File: config.mk
export PLATFORM = sky130hd
export DESIGN_NAME = dma_block_controller_flat
export DESIGN_NICKNAME = d
export VERILOG_FILES = /design/src/rtl/dma_block_controller_if.sv /design/src/rtl/dma_block_controller.sv /design/src/flat_wrapper.sv
export SDC_FILE = /design/constraint.sdc
export NUM_CORES = 1
export LEC_CHECK = 0
export CAP_MARGIN = 20
export CORE_MARGIN = 2
export CORE_UTILIZATION = 35
export CTS_CLUSTER_SIZE = 28
export DETAILED_ROUTE_END_ITERATION = 6
export HOLD_SLACK_MARGIN = 0.05
export RECOVER_POWER = 50
export SETUP_SLACK_MARGIN = 0.4
export SLEW_MARGIN = 20
export SYNTH_ARGS = -nofsm -noshare
export SYNTH_HDL_FRONTEND = slang
export SYNTH_SLANG_ARGS = --single-unit
File: constraint.sdc
create_clock -name clk -period 5.2 [get_ports clk]
set_input_delay 1.04 -clock clk [delete_from_list [all_inputs] [get_ports clk]]
set_output_delay 1.04 -clock clk [all_outputs]
set_load 0.03 [all_outputs]
File: src/rtl/dma_block_controller_if.sv
// -----------------------------------------------------------------------------
// dma_block_controller_if
// Groups the command, bus-arbitration and memory-side signals of the DMA block
// controller.
//   master : the controller itself (takes commands, grant and memory ready;
//            drives bus request, block address/offset, write strobe, status).
//   slave  : the surrounding system (CPU, memory, device side).
// Signals:
//   cmd_valid, cmd_addr, cmd_length : one-cycle start command from the CPU
//   BG, BR                          : bus grant / bus request
//   mem_ready, mem_write, mem_addr  : block write handshake towards memory
//   offset                          : device word offset of the current block
//   busy, dma_end_interrupt         : status and completion pulse
// -----------------------------------------------------------------------------
interface dma_block_controller_if #(
   parameter int WORD_SIZE = 16
);
   logic                 cmd_valid;
   logic [WORD_SIZE-1:0] cmd_addr;
   logic [WORD_SIZE-1:0] cmd_length;
   logic                 BG;
   logic                 mem_ready;
   logic                 BR;
   logic [WORD_SIZE-1:0] offset;
   logic [WORD_SIZE-1:0] mem_addr;
   logic                 mem_write;
   logic                 busy;
   logic                 dma_end_interrupt;

   modport master (
      input  cmd_valid, cmd_addr, cmd_length, BG, mem_ready,
      output BR, offset, mem_addr, mem_write, busy, dma_end_interrupt
   );

   modport slave (
      output cmd_valid, cmd_addr, cmd_length, BG, mem_ready,
      input  BR, offset, mem_addr, mem_write, busy, dma_end_interrupt
   );
endinterface

File: src/rtl/dma_block_controller.sv
// -----------------------------------------------------------------------------
// dma_block_controller
// Sequences a device-to-memory DMA transfer one block of BLOCK_WORDS words at a
// time. A CPU command latches base address and length (rounded down to whole
// blocks); the controller then requests the bus, and for every block drives the
// memory address, the device offset and a write strobe until memory reports
// the block done. Data never passes through this block.
// Ports:
//   clk   : system clock, rising edge
//   reset : synchronous, active-high
//   bus   : dma_block_controller_if.master (command, BR/BG, memory handshake,
//           busy, dma_end_interrupt)
// All outputs are registered: each is computed from the next state and next
// count, so it is valid in the same cycle as the state it belongs to.
// -----------------------------------------------------------------------------
module dma_block_controller #(
   parameter int WORD_SIZE   = 16,
   parameter int BLOCK_WORDS = 4
) (
   input  logic                   clk,
   input  logic                   reset,
   dma_block_controller_if.master bus
);

   localparam logic [WORD_SIZE-1:0] BLK_INC  = WORD_SIZE'(BLOCK_WORDS);
   // Clears the low bits so only whole blocks are transferred.
   localparam logic [WORD_SIZE-1:0] BLK_MASK = ~(BLK_INC - {{(WORD_SIZE-1){1'b0}}, 1'b1});
   localparam logic [WORD_SIZE-1:0] ZERO_W   = {WORD_SIZE{1'b0}};

   typedef enum logic [2:0] {
      ST_IDLE = 3'd0,
      ST_REQ  = 3'd1,
      ST_XFER = 3'd2,
      ST_GAP  = 3'd3,
      ST_DONE = 3'd4
   } state_t;

   state_t               state_r, state_s;
   logic [WORD_SIZE-1:0] base_r, base_s;
   logic [WORD_SIZE-1:0] len_r, len_s;
   logic [WORD_SIZE-1:0] count_r, count_s;
   logic [WORD_SIZE-1:0] trunc_len_s;
   logic [WORD_SIZE-1:0] count_inc_s;

   logic                 br_r, br_s;
   logic                 mem_write_r, mem_write_s;
   logic [WORD_SIZE-1:0] mem_addr_r, mem_addr_s;
   logic [WORD_SIZE-1:0] offset_r, offset_s;
   logic                 busy_r, busy_s;
   logic                 end_irq_r, end_irq_s;

   // Next-state and transfer bookkeeping (base, len, count).
   always_comb begin
      state_s     = state_r;
      base_s      = base_r;
      len_s       = len_r;
      count_s     = count_r;
      trunc_len_s = bus.cmd_length & BLK_MASK;
      count_inc_s = count_r + BLK_INC;
      case (state_r)
         ST_IDLE: begin
            if (bus.cmd_valid) begin
               base_s  = bus.cmd_addr;
               len_s   = trunc_len_s;
               count_s = ZERO_W;
               // A length shorter than one block completes without using the bus.
               if (trunc_len_s == ZERO_W) begin
                  state_s = ST_DONE;
               end else begin
                  state_s = ST_REQ;
               end
            end else begin
               state_s = ST_IDLE;
            end
         end
         ST_REQ: begin
            if (bus.BG) begin
               state_s = ST_XFER;
            end else begin
               state_s = ST_REQ;
            end
         end
         ST_XFER: begin
            // Losing the grant wins over a simultaneous mem_ready: the block is
            // not counted and is rewritten once the grant returns.
            if (!bus.BG) begin
               state_s = ST_REQ;
            end else if (bus.mem_ready) begin
               count_s = count_inc_s;
               if (count_inc_s == len_r) begin
                  state_s = ST_DONE;
               end else begin
                  state_s = ST_GAP;
               end
            end else begin
               state_s = ST_XFER;
            end
         end
         ST_GAP: begin
            if (bus.BG) begin
               state_s = ST_XFER;
            end else begin
               state_s = ST_REQ;
            end
         end
         ST_DONE: begin
            state_s = ST_IDLE;
         end
         default: begin
            state_s = ST_IDLE;
         end
      endcase
   end

   // Output values for the upcoming state, registered below.
   always_comb begin
      br_s        = 1'b0;
      mem_write_s = 1'b0;
      busy_s      = 1'b1;
      end_irq_s   = 1'b0;
      mem_addr_s  = base_s + count_s;
      offset_s    = count_s;
      case (state_s)
         ST_IDLE: begin
            busy_s = 1'b0;
         end
         ST_REQ: begin
            br_s = 1'b1;
         end
         ST_XFER: begin
            br_s        = 1'b1;
            mem_write_s = 1'b1;
         end
         ST_GAP: begin
            br_s = 1'b1;
         end
         ST_DONE: begin
            end_irq_s = 1'b1;
         end
         default: begin
            busy_s = 1'b0;
         end
      endcase
   end

   // State, bookkeeping and output registers with synchronous reset.
   always_ff @(posedge clk) begin
      if (reset) begin
         state_r     <= ST_IDLE;
         base_r      <= ZERO_W;
         len_r       <= ZERO_W;
         count_r     <= ZERO_W;
         br_r        <= 1'b0;
         mem_write_r <= 1'b0;
         mem_addr_r  <= ZERO_W;
         offset_r    <= ZERO_W;
         busy_r      <= 1'b0;
         end_irq_r   <= 1'b0;
      end else begin
         state_r     <= state_s;
         base_r      <= base_s;
         len_r       <= len_s;
         count_r     <= count_s;
         br_r        <= br_s;
         mem_write_r <= mem_write_s;
         mem_addr_r  <= mem_addr_s;
         offset_r    <= offset_s;
         busy_r      <= busy_s;
         end_irq_r   <= end_irq_s;
      end
   end

   assign bus.BR                = br_r;
   assign bus.mem_write         = mem_write_r;
   assign bus.mem_addr          = mem_addr_r;
   assign bus.offset            = offset_r;
   assign bus.busy              = busy_r;
   assign bus.dma_end_interrupt = end_irq_r;

endmodule

File: src/flat_wrapper.sv
// flat-port wrapper written by rule: the top's interface ports become plain ports
module dma_block_controller_flat 
#(
   parameter int WORD_SIZE   = 16,
   parameter int BLOCK_WORDS = 4
)
  (clk, reset, bus_cmd_valid, bus_cmd_addr, bus_cmd_length, bus_BG, bus_mem_ready, bus_BR, bus_offset, bus_mem_addr, bus_mem_write, bus_busy, bus_dma_end_interrupt);
  dma_block_controller_if #(.WORD_SIZE(WORD_SIZE)) bus_i ();
  input  logic clk;
  input  logic reset;
  input wire logic [$bits(bus_i.cmd_valid)-1:0] bus_cmd_valid;
  input wire logic [$bits(bus_i.cmd_addr)-1:0] bus_cmd_addr;
  input wire logic [$bits(bus_i.cmd_length)-1:0] bus_cmd_length;
  input wire logic [$bits(bus_i.BG)-1:0] bus_BG;
  input wire logic [$bits(bus_i.mem_ready)-1:0] bus_mem_ready;
  output wire logic [$bits(bus_i.BR)-1:0] bus_BR;
  output wire logic [$bits(bus_i.offset)-1:0] bus_offset;
  output wire logic [$bits(bus_i.mem_addr)-1:0] bus_mem_addr;
  output wire logic [$bits(bus_i.mem_write)-1:0] bus_mem_write;
  output wire logic [$bits(bus_i.busy)-1:0] bus_busy;
  output wire logic [$bits(bus_i.dma_end_interrupt)-1:0] bus_dma_end_interrupt;
  assign bus_i.cmd_valid = bus_cmd_valid;
  assign bus_i.cmd_addr = bus_cmd_addr;
  assign bus_i.cmd_length = bus_cmd_length;
  assign bus_i.BG = bus_BG;
  assign bus_i.mem_ready = bus_mem_ready;
  assign bus_BR = bus_i.BR;
  assign bus_offset = bus_i.offset;
  assign bus_mem_addr = bus_i.mem_addr;
  assign bus_mem_write = bus_i.mem_write;
  assign bus_busy = bus_i.busy;
  assign bus_dma_end_interrupt = bus_i.dma_end_interrupt;
  dma_block_controller #(.WORD_SIZE(WORD_SIZE), .BLOCK_WORDS(BLOCK_WORDS)) u_core (.clk(clk), .reset(reset), .bus(bus_i));
endmodule
After elaboration in Yosys (flattened, before gate mapping)
Cells that the tools add are included.
W data, S select, Z words.
- bits in registers: 69
- output and inout bits: 36
- word-level logic and storage cells: 42
- add/sub/neg operators: 2
- equal/unequal tests: 8
- multiplexer cells: 17
- reductions and logical operators: 6
- operators by type and width (kind ; count):
    $mux W16 ; 5
    $pmux W16 S2 ; 1
    $add A16 B16 Y16 ; 1
    $add A16 B3 Y16 const B ; 1
    $eq A16 B16 Y1 ; 1
    $logic_not A16 Y1 ; 1
    $mux W3 ; 5
    $eq A3 B2 Y1 const B ; 4
    $pmux W3 S3 ; 1
    $eq A3 B1 Y1 const B ; 2
    $mux W1 ; 4
    $reduce_or A4 Y1 ; 1
    $eq A3 B3 Y1 const B ; 1
    $logic_not A3 Y1 ; 1
    $reduce_or A3 Y1 ; 1
    $mux W2 ; 1
    $reduce_and A2 Y1 ; 1
    $reduce_or A2 Y1 ; 1

Depth between registers and ports, before layout
Gate-level depths: netlist of run 1.
- depth in word-level cells: 9
- depth in mapped cells: 15
- mapped depth without buffers: 14

Worst setup path after synthesis of run 1
No wires, ideal clock.
- path kind: input port to flip-flop
- from: input bus_cmd_valid
- to: register u_core.mem_addr_r[13], in the netlist u_core.bus.mem_addr[13]
- data arrival time: 3.879 ns
- path slack: 1.193 ns
- cell stages on the path: 12
- cell sequence: nor4b_2 clkbuf_1 buf_1 nor2_1 ha_1 a211oi_1 o21ai_0 a2111o_1 a311o_1 a21oi_1 xor2_1 nor2_1
- cells in the longest elaborated chain, start to end: 3
- ends and longest elaborated chain (what ; RTL line ; RTL):
    from (decl) ; flat_wrapper.sv:11 ; input wire logic [$bits(bus_i.cmd_valid)-1:0] bus_cmd_valid;
    $mux W16 ; dma_block_controller.sv:62 ; if (bus.cmd_valid) begin
    $pmux W16 S2 ; dma_block_controller.sv:60 ; case (state_r)
    named net u_core.count_s[2] ; dma_block_controller.sv:41 ; logic [WORD_SIZE-1:0] count_r, count_s;
    $add A16 B16 Y16 ; dma_block_controller.sv:121 ; mem_addr_s = base_s + count_s;
    to (signal assigned) ; dma_block_controller.sv:166 ; mem_addr_r <= mem_addr_s;
    to (decl) ; dma_block_controller.sv:47 ; logic [WORD_SIZE-1:0] mem_addr_r, mem_addr_s;
The timed path passes the listed nets, and every way through them passes these cells.
A chain may end at the register's enable or synchronous reset.

Worst setup path after layout of run 1
- from: input bus_cmd_valid
- to: register u_core.mem_addr_r[12], in the netlist u_core.bus.mem_addr[12]
- cells in the longest elaborated chain, start to end: 3
- ends and longest elaborated chain (what ; RTL line ; RTL):
    $mux W16 ; dma_block_controller.sv:62 ;
    $mux W16 ; dma_block_controller.sv:60 ;
    named net u_core.base_s[0] ; dma_block_controller.sv:39 ; logic [WORD_SIZE-1:0] base_r, base_s;
    $add A16 B16 Y16 ; dma_block_controller.sv:121 ;
The timed path passes the listed nets, and every way through them passes these cells.

==> results of run 1 <==
stage by stage:
step                      setup slack [ps]  std cells
final                                  685        657
after detailed placement               505        642
after global placement                 528        642
after floorplan                       1190        459
after CTS                              853        657
after global routing                   252        657
worst max-delay path by stage:
stage | start | endpoint | cells after the start
final | bus_cmd_valid | u_core.bus.mem_addr[12] | 15
after global routing | bus_cmd_valid | u_core.bus.mem_addr[13] | 13
after CTS | bus_mem_ready | u_core.bus.mem_addr[13] | 14
after detailed placement | bus_mem_ready | u_core.bus.mem_addr[13] | 14
after global placement | bus_BG | u_core.bus.mem_addr[13] | 14
after floorplan | bus_cmd_valid | u_core.bus.mem_addr[13] | 12
cell usage after synthesis (all sizes together) (3+ instances only):
| master | n |
|---|---|
| nand2b | 4 |
| nor4 | 8 |
| nand3 | 13 |
| clkbuf | 15 |
| a31oi | 6 |
| buf | 12 |
| nand2 | 82 |
| nand4 | 6 |
| a22o | 3 |
| a211oi | 6 |
| and2 | 4 |
| o21ai | 14 |
| a21o | 6 |
| nor2 | 43 |
| inv | 5 |
| a21oi | 43 |
| ha | 16 |
| xnor2 | 25 |
| nor3 | 21 |
| xor2 | 12 |
| and3 | 3 |
| dfxtp | 69 |
| nor2b | 10 |
| o21a | 4 |
metal layers:
layer / track usage / routed length, µm
met1: 0.220 / 4540
met2: 0.262 / 4170
met3: 0.0377 / 460
met4: 0.0696 / 133
met5: 0 / 0
final cells by class:
| cell class | count | share of cell area |
|---|---|---|
| Timing Repair Buffer | 74 | 0.155 |
| Tap cell | 136 | 0.0365 |
| Clock inverter | 3 | 0.00966 |
| Clock buffer | 12 | 0.0333 |
| Multi-Input combinational cell | 358 | 0.465 |
| Inverter | 5 | 0.00403 |
| Sequential cell | 69 | 0.296 |
worst register-to-register path: cells and delay by family, from the launching register on:
kind | cells | cell delay [ps]
flops | 1 | 430
fa+ha+maj | 2 | 570
xor+xnor | 1 | 140
buf+inv | 2 | 620
simple gates | 5 | 1070
compound gates | 4 | 860
flip-flops by register name, summed over array words and instances (netlist names):
register / cells
u_core.bus.dma_end_interrupt: 1
u_core.bus.mem_addr: 16
u_core.len_r: 14
u_core.state_r: 3
u_core.count_r: 16
u_core.bus.busy: 1
u_core.base_r: 16
u_core.bus.BR: 1
u_core.bus.mem_write: 1
cell families after synthesis:
group / Yosys count / synth area share
flip-flops: 69 / 0.373
XOR/XNOR: 37 / 0.0876
AO/OA/AOI/OAI: 101 / 0.176
buffers and inverters: 32 / 0.0375
AND/OR/NAND/NOR: 201 / 0.261
adder cells (fa/ha/maj): 17 / 0.0595
multiplexers: 2 / 0.00541
power breakdown:
group	switching (mW)	internal [mW]
registers	0.0129	0.556
clock network	0.207	0.245
logic	0.116	0.0843
total	0.336	0.885
==> metrics.md, run 1 <==
| Metric | Value |
|---|---|
| Number of buffers created by CTS | `9` |
| Crit-path max FO | `around 50` |
| # rows | `37` |
| Layout cells sized above 1 | `0.0576` |
| Number of synthesized register bits | `just under 70` |
| Synth top area cells | `dfxtp_1, nand2_1, xnor2_1` |
| Worst r2r src | `u_core.state_r[1]` |
| Top_reg_cell synth | `dfxtp_1` |
| Number of H-tree levels | `3` |
| Clock Pin Slew Worst Setup and Hold Paths | `~80 ps` |
| CTS tree | `yes` |
| Final core utilization | `0.454` |
| Mean post-synth cell area | `just over 8 µm²` |
| Synth area leader | `dfxtp_1` |
| WHS | `about 460 ps` |
| Clk root buf | `clkbuf_8` |
| Die area | `roughly 0.011 mm²` |
| Max cap viols | `0` |
| Die H | `between 100 and 150 µm` |
| Area share of the largest cell type after synthesis | `0.373` |
| # IOs | `73` |
| Global-route wire length before repair | `roughly 15 mm` |
| Slew margin rel. | `0.522` |
| CP peak stage delay | `approximately 550 ps` |
| Post-Route WL | `slightly above 9 mm` |
| Worst Reg-to-Reg Cells | `14` |
| Post-synth EDFFs | `0` |
| Vias in the first global route | `3049` |
| Gate Count Post-Synth | `roughly 460` |
| Hold-fix buffers, CTS | `0` |
| Crit path cell chain | `clkdlybuf4s50_1, nor4b_1, buf_4, nand2_1, nand2_1, ha_1, inv_1, fa_1, nor2b_1, o2111ai_1, a31o_2, o211ai_1, a21oi_1, xor2_1, nor2_1` |
| Critical Path Sink Type | `flip-flop` |
| Final period util | `0.868` |
| Routability cong. | `about 0.81` |
| Max-slew violation total from the final report | `0` |
| Multi-input gate area | `0.00217 mm²` |
| Routed vias/inst | `between 5 and 6` |
| Mapped Nets | `around 510` |
| Maximum buffer depth of the clock tree | `2` |
| Worst slew pin tran | `717 ps` |
| Worst hold path class | `flip-flop to flip-flop` |
| WP data required | `roughly 5400 ps` |
| Worst Hold Path Cells | `2` |
| Post-CTS setup buffer count | `0` |
| Initial Util | `0.360` |
| Power Total | `~1.2 mW` |
| Clk_skew | `9.71 ps` |
| Core area | `between 0.01 and 0.015 mm²` |
| Syn. warnings | `0` |
| Power Density | `262 mW/mm²` |
| R2r endpoint | `u_core.bus.mem_addr[12]` |
| Register area | `around 0.0014 mm²` |
| Setup CP Type | `input port to flip-flop` |
| Max Freq | `around 220 MHz` |
| Initial antenna violation count | `0` |
| Worst Hold Launch | `u_core.base_r[12]` |
| Leakage | `around 1.9 nW` |
| Clk sink count | `69` |
| Antenna diode count | `0` |
| Congestion Overflow GR | `0` |
| Worst Path Buf+Inv | `3` |
| Vias | `3354` |
| Final Hold Viols | `0` |
| Quantity of gates resized following cts | `0` |
| Worst VDD drop | `slightly above 100 µV` |
| Fillcell total | `~1100` |
| Die width | `107 µm` |
| Drt pass-1 iters | `4` |
| Nets | `571` |
| Pin count of the biggest net entering global routing | `69` |
| Most frequent cells in the layout | `nand2_1, dfxtp_1, clkdlybuf4s50_1` |
| PortBufs | `70` |
| Final min period | `about 4500 ps` |
| CP Data Arrival Time | `between 4000 and 5000 ps` |
| Crit path max-delay family | `buffers and inverters` |
| Final setup TNS | `0 ps` |
| Status | `complete, no violations` |
| DRC | `0` |
| Fin area | `roughly 0.0047 mm²` |
| Placed Area | `0.00449 mm²` |
| Mapped Area | `around 0.0037 mm²` |
| CP max-delay cell | `buf_4` |
| Post-synth cell types | `between 50 and 60` |
| RSZ-0062 raised after global routing | `false` |
| DR WL/cell | `between 10 and 15 µm` |
| Later-pin clock latency in the skew report | `roughly 360 ps` |
| Commonest non-fill, non-tap cell in the layout | `nand2_1` |
| Register area share after synthesis | `0.373` |
| Most frequent CP cell | `nand2_1` |
| Asr flop ratio synth | `0` |
| Final HPWL from detailed placement | `~6.9 mm` |
| R2r setup slk | `between 1000 and 1500 ps` |
| Final Setup Violations | `0` |
| All-Layer GR Usage | `0.167` |
| Area Overhead vs Synth | `26.0%` |
| Number of DRC markers in iteration 0 | `between 150 and 200` |
| Routed Antenna Nets | `0` |
| CP startpoint kind | `input port` |
| WHS Endpoint | `u_core.base_r[12]` |
Power figures use the tool's default switching activity.
==> run 2, diff against run 1 <==
--- a/config.mk
+++ b/config.mk
@@ -10,6 +10,7 @@
 export CORE_UTILIZATION = 35
 export CTS_CLUSTER_SIZE = 28
 export DETAILED_ROUTE_END_ITERATION = 6
+export GPL_TIMING_DRIVEN = 0
 export HOLD_SLACK_MARGIN = 0.05
 export RECOVER_POWER = 50
 export SETUP_SLACK_MARGIN = 0.4
==> run 2 against run 1 <==
Effect of this change: maximum frequency fell by 2.2%; via count rose by 4.4%; setup slack got worse by 100 ps; largest cell class unchanged; largest power group unchanged.
==> metrics.md, run 2 (same netlist as run 1, synthesis figures left out) <==
| Metric | Value |
|---|---|
| CP max-delay cell | `clkdlybuf4s50_1 (was buf_4)` |
| Clk root buf | `clkbuf_8 (unchanged)` |
| Drt pass-1 iters | `4 (unchanged)` |
| Most frequent CP cell | `nor2_1 (was nand2_1)` |
| Final Hold Viols | `0 (unchanged)` |
| Crit-path max FO | `10 (was 51)` |
| CP startpoint kind | `input port (unchanged)` |
| Area Overhead vs Synth | `30.3% (was 26.0%)` |
| Vias | `3500 (was 3354)` |
| Worst hold path class | `flip-flop to flip-flop (unchanged)` |
| Slew margin rel. | `0.623 (was 0.522)` |
| Sw power | `0.353 mW (was 0.336 mW)` |
| RSZ-0062 raised after global routing | `false (unchanged)` |
| Clk sink count | `69 (unchanged)` |
| Number of H-tree levels | `3 (unchanged)` |
| Fillcell total | `1046 (was 1064)` |
| Number of DRC markers in iteration 0 | `144 (was 154)` |
| Comb pwr share | `0.158 (was 0.164)` |
| Final period util | `0.888 (was 0.868)` |
| Number of buffers created by CTS | `9 (unchanged)` |
| Worst slew pin tran | `566 ps (was 717 ps)` |
| CTS tree | `yes (unchanged)` |
| Clk_skew | `16.0 ps (was 9.71 ps)` |
| Die H | `107 µm (unchanged)` |
| Worst VDD drop | `121 µV (was 103 µV)` |
| Critical Path Sink Type | `flip-flop (unchanged)` |
| Vias in the first global route | `3376 (was 3049)` |
| Routability cong. | `0.906 (was 0.811)` |
| CP peak stage delay | `520 ps (was 550 ps)` |
| Die width | `107 µm (unchanged)` |
| Final Setup Violations | `0 (unchanged)` |
| Routed Antenna Nets | `0 (unchanged)` |
| CP Data Arrival Time | `4830 ps (was 4740 ps)` |
| Initial Util | `0.360 (unchanged)` |
| Pin count of the biggest net entering global routing | `13 (was 69)` |
| DR WL/cell | `14.9 µm (was 14.2 µm)` |
| Sw Share | `0.266 (was 0.275)` |
| Core area | `0.0103 mm² (unchanged)` |
| Max-slew violation total from the final report | `0 (unchanged)` |
| Max cap viols | `0 (unchanged)` |
| Register area | `0.00138 mm² (unchanged)` |
| Antenna diode count | `0 (unchanged)` |
| Die area | `0.0114 mm² (unchanged)` |
| # rows | `37 (unchanged)` |
| Final min period | `4620 ps (was 4510 ps)` |
| Clock power share | `0.414 (was 0.371)` |
| Fin area | `0.00482 mm² (was 0.00466 mm²)` |
| # IOs | `73 (unchanged)` |
| Routed vias/inst | `5.13 (was 5.11)` |
| Max Freq | `217 MHz (was 221 MHz)` |
| PortBufs | `69 (was 70)` |
| Layout cells sized above 1 | `0.0733 (was 0.0576)` |
| Congestion Overflow GR | `0 (unchanged)` |
| Leakage | `1.99 nW (was 1.87 nW)` |
| Setup CP Type | `input port to flip-flop (unchanged)` |
| Final HPWL from detailed placement | `7.79 mm (was 6.86 mm)` |
| Power Density | `275 mW/mm² (was 262 mW/mm²)` |
| Nets | `595 (was 571)` |
| Multi-input gate area | `0.00218 mm² (was 0.00217 mm²)` |
| Global-route wire length before repair | `16.4 mm (was 15.0 mm)` |
| Crit path cell chain | `clkdlybuf4s50_1, nor4b_4, clkbuf_1, buf_1, nor2_1, ha_1, a211oi_1, o21ai_0, a2111o_1, a311o_1, a21oi_1, xor2_1, nor2_1 (was clkdlybuf4s50_1, nor4b_1, buf_4, nand2_1, nand2_1, ha_1, inv_1, fa_1, nor2b_1, o2111ai_1, a31o_2, o211ai_1, a21oi_1, xor2_1, nor2_1)` |
| Post-Route WL | `10.2 mm (was 9.31 mm)` |
| Post-placement cell count | `664 (was 642)` |
| Reg power frac | `0.429 (was 0.465)` |
| Commonest non-fill, non-tap cell in the layout | `nand2_1 (unchanged)` |
| Final std cells w/o fill | `682 (was 657)` |
| Hold-fix buffers, CTS | `0 (unchanged)` |
| Later-pin clock latency in the skew report | `360 ps (about the same)` |
| Maximum buffer depth of the clock tree | `2 (unchanged)` |
| Status | `complete, no violations (unchanged)` |
| DRC | `0 (unchanged)` |
| Clock Pin Slew Worst Setup and Hold Paths | `70 ps (was 80 ps)` |
| Initial antenna violation count | `0 (unchanged)` |
| WP data required | `5420 ps (about the same)` |
| Internal power | `0.974 mW (was 0.885 mW)` |
| R2r setup slk | `1310 ps (was 1370 ps)` |
| Most frequent cells in the layout | `nand2_1, dfxtp_1, a21oi_1 (was nand2_1, dfxtp_1, clkdlybuf4s50_1)` |
| Power Total | `1.33 mW (was 1.22 mW)` |
| All-Layer GR Usage | `0.185 (was 0.167)` |
| Placed Area | `0.00456 mm² (was 0.00449 mm²)` |
## run 2: changes by cell type in the layout (fill, tap and decap cells not counted), sizes merged
cell / change
clkinv: +1
bufinv: +2
clkdlybuf4s50: -7
buf: +8
dlygate4sd3: +7
clkbuf: +14
## run 2: area by class of cell
| cell class | count | share of cell area |
|---|---|---|
| multi-input cells | 358 | 0.453 |
| flip-flops and latches | 69 | 0.286 |
| repair buffers | 71 | 0.146 |
| well taps | 136 | 0.0353 |
| clock buffers | 10 | 0.0285 |
| plain buffers | 27 | 0.0246 |
| clock inverters | 6 | 0.0228 |
| inverters | 5 | 0.00389 |
## run 2: final timing paths
path	from	endpoint	cells past startpoint
min	u_core.base_r[3]	u_core.base_r[3]	2
max reg2reg	u_core.state_r[2]	u_core.bus.mem_addr[13]	12
min reg2reg	u_core.base_r[3]	u_core.base_r[3]	2
max	bus_cmd_valid	u_core.bus.mem_addr[13]	13
## run 2: layer usage
layer | part of all wire | track usage
met4 | 0.019 | 0.0622
met3 | 0.063 | 0.0474
met1 | 0.47 | 0.246
met2 | 0.45 | 0.291
met5 | 0 | 0
## run 2: worst max-delay path, delay by kind of cell
kind | cells | cell delay [ps]
buf+inv | 3 | 1390
xor+xnor | 1 | 150
compound gates | 5 | 1460
fa+ha+maj | 1 | 280
simple gates | 3 | 510
## run 2: through the flow
step           setup TNS, ps  setup slack, ps   util  hold slack (ps)
2_1_floorplan              0             1190      -              444
3_3_place_gp            -162            -98.6  0.444              451
3_5_place_dp            -168             -103  0.444              457
4_1_cts                    0              451  0.469              468
5_1_grt                    0              286  0.469              485
6_report                   0              585  0.469              466
## run 2: power groups by stage
stage	combinational [mW]	clock [mW]	sequential [mW]
floorplan	0.109	0	0.600
global placement	0.208	0	0.580
detailed placement	0.210	0	0.581
CTS	0.212	0.558	0.569
global route	0.231	0.580	0.572
finish	0.209	0.549	0.569
## run 2: timing repair
action | in CTS | in global routing
resized for setup | 1 | 2
gates cloned | 0 | 0
buffers inserted | 0 | 2
endpoints found under the setup margin | 3 | 4
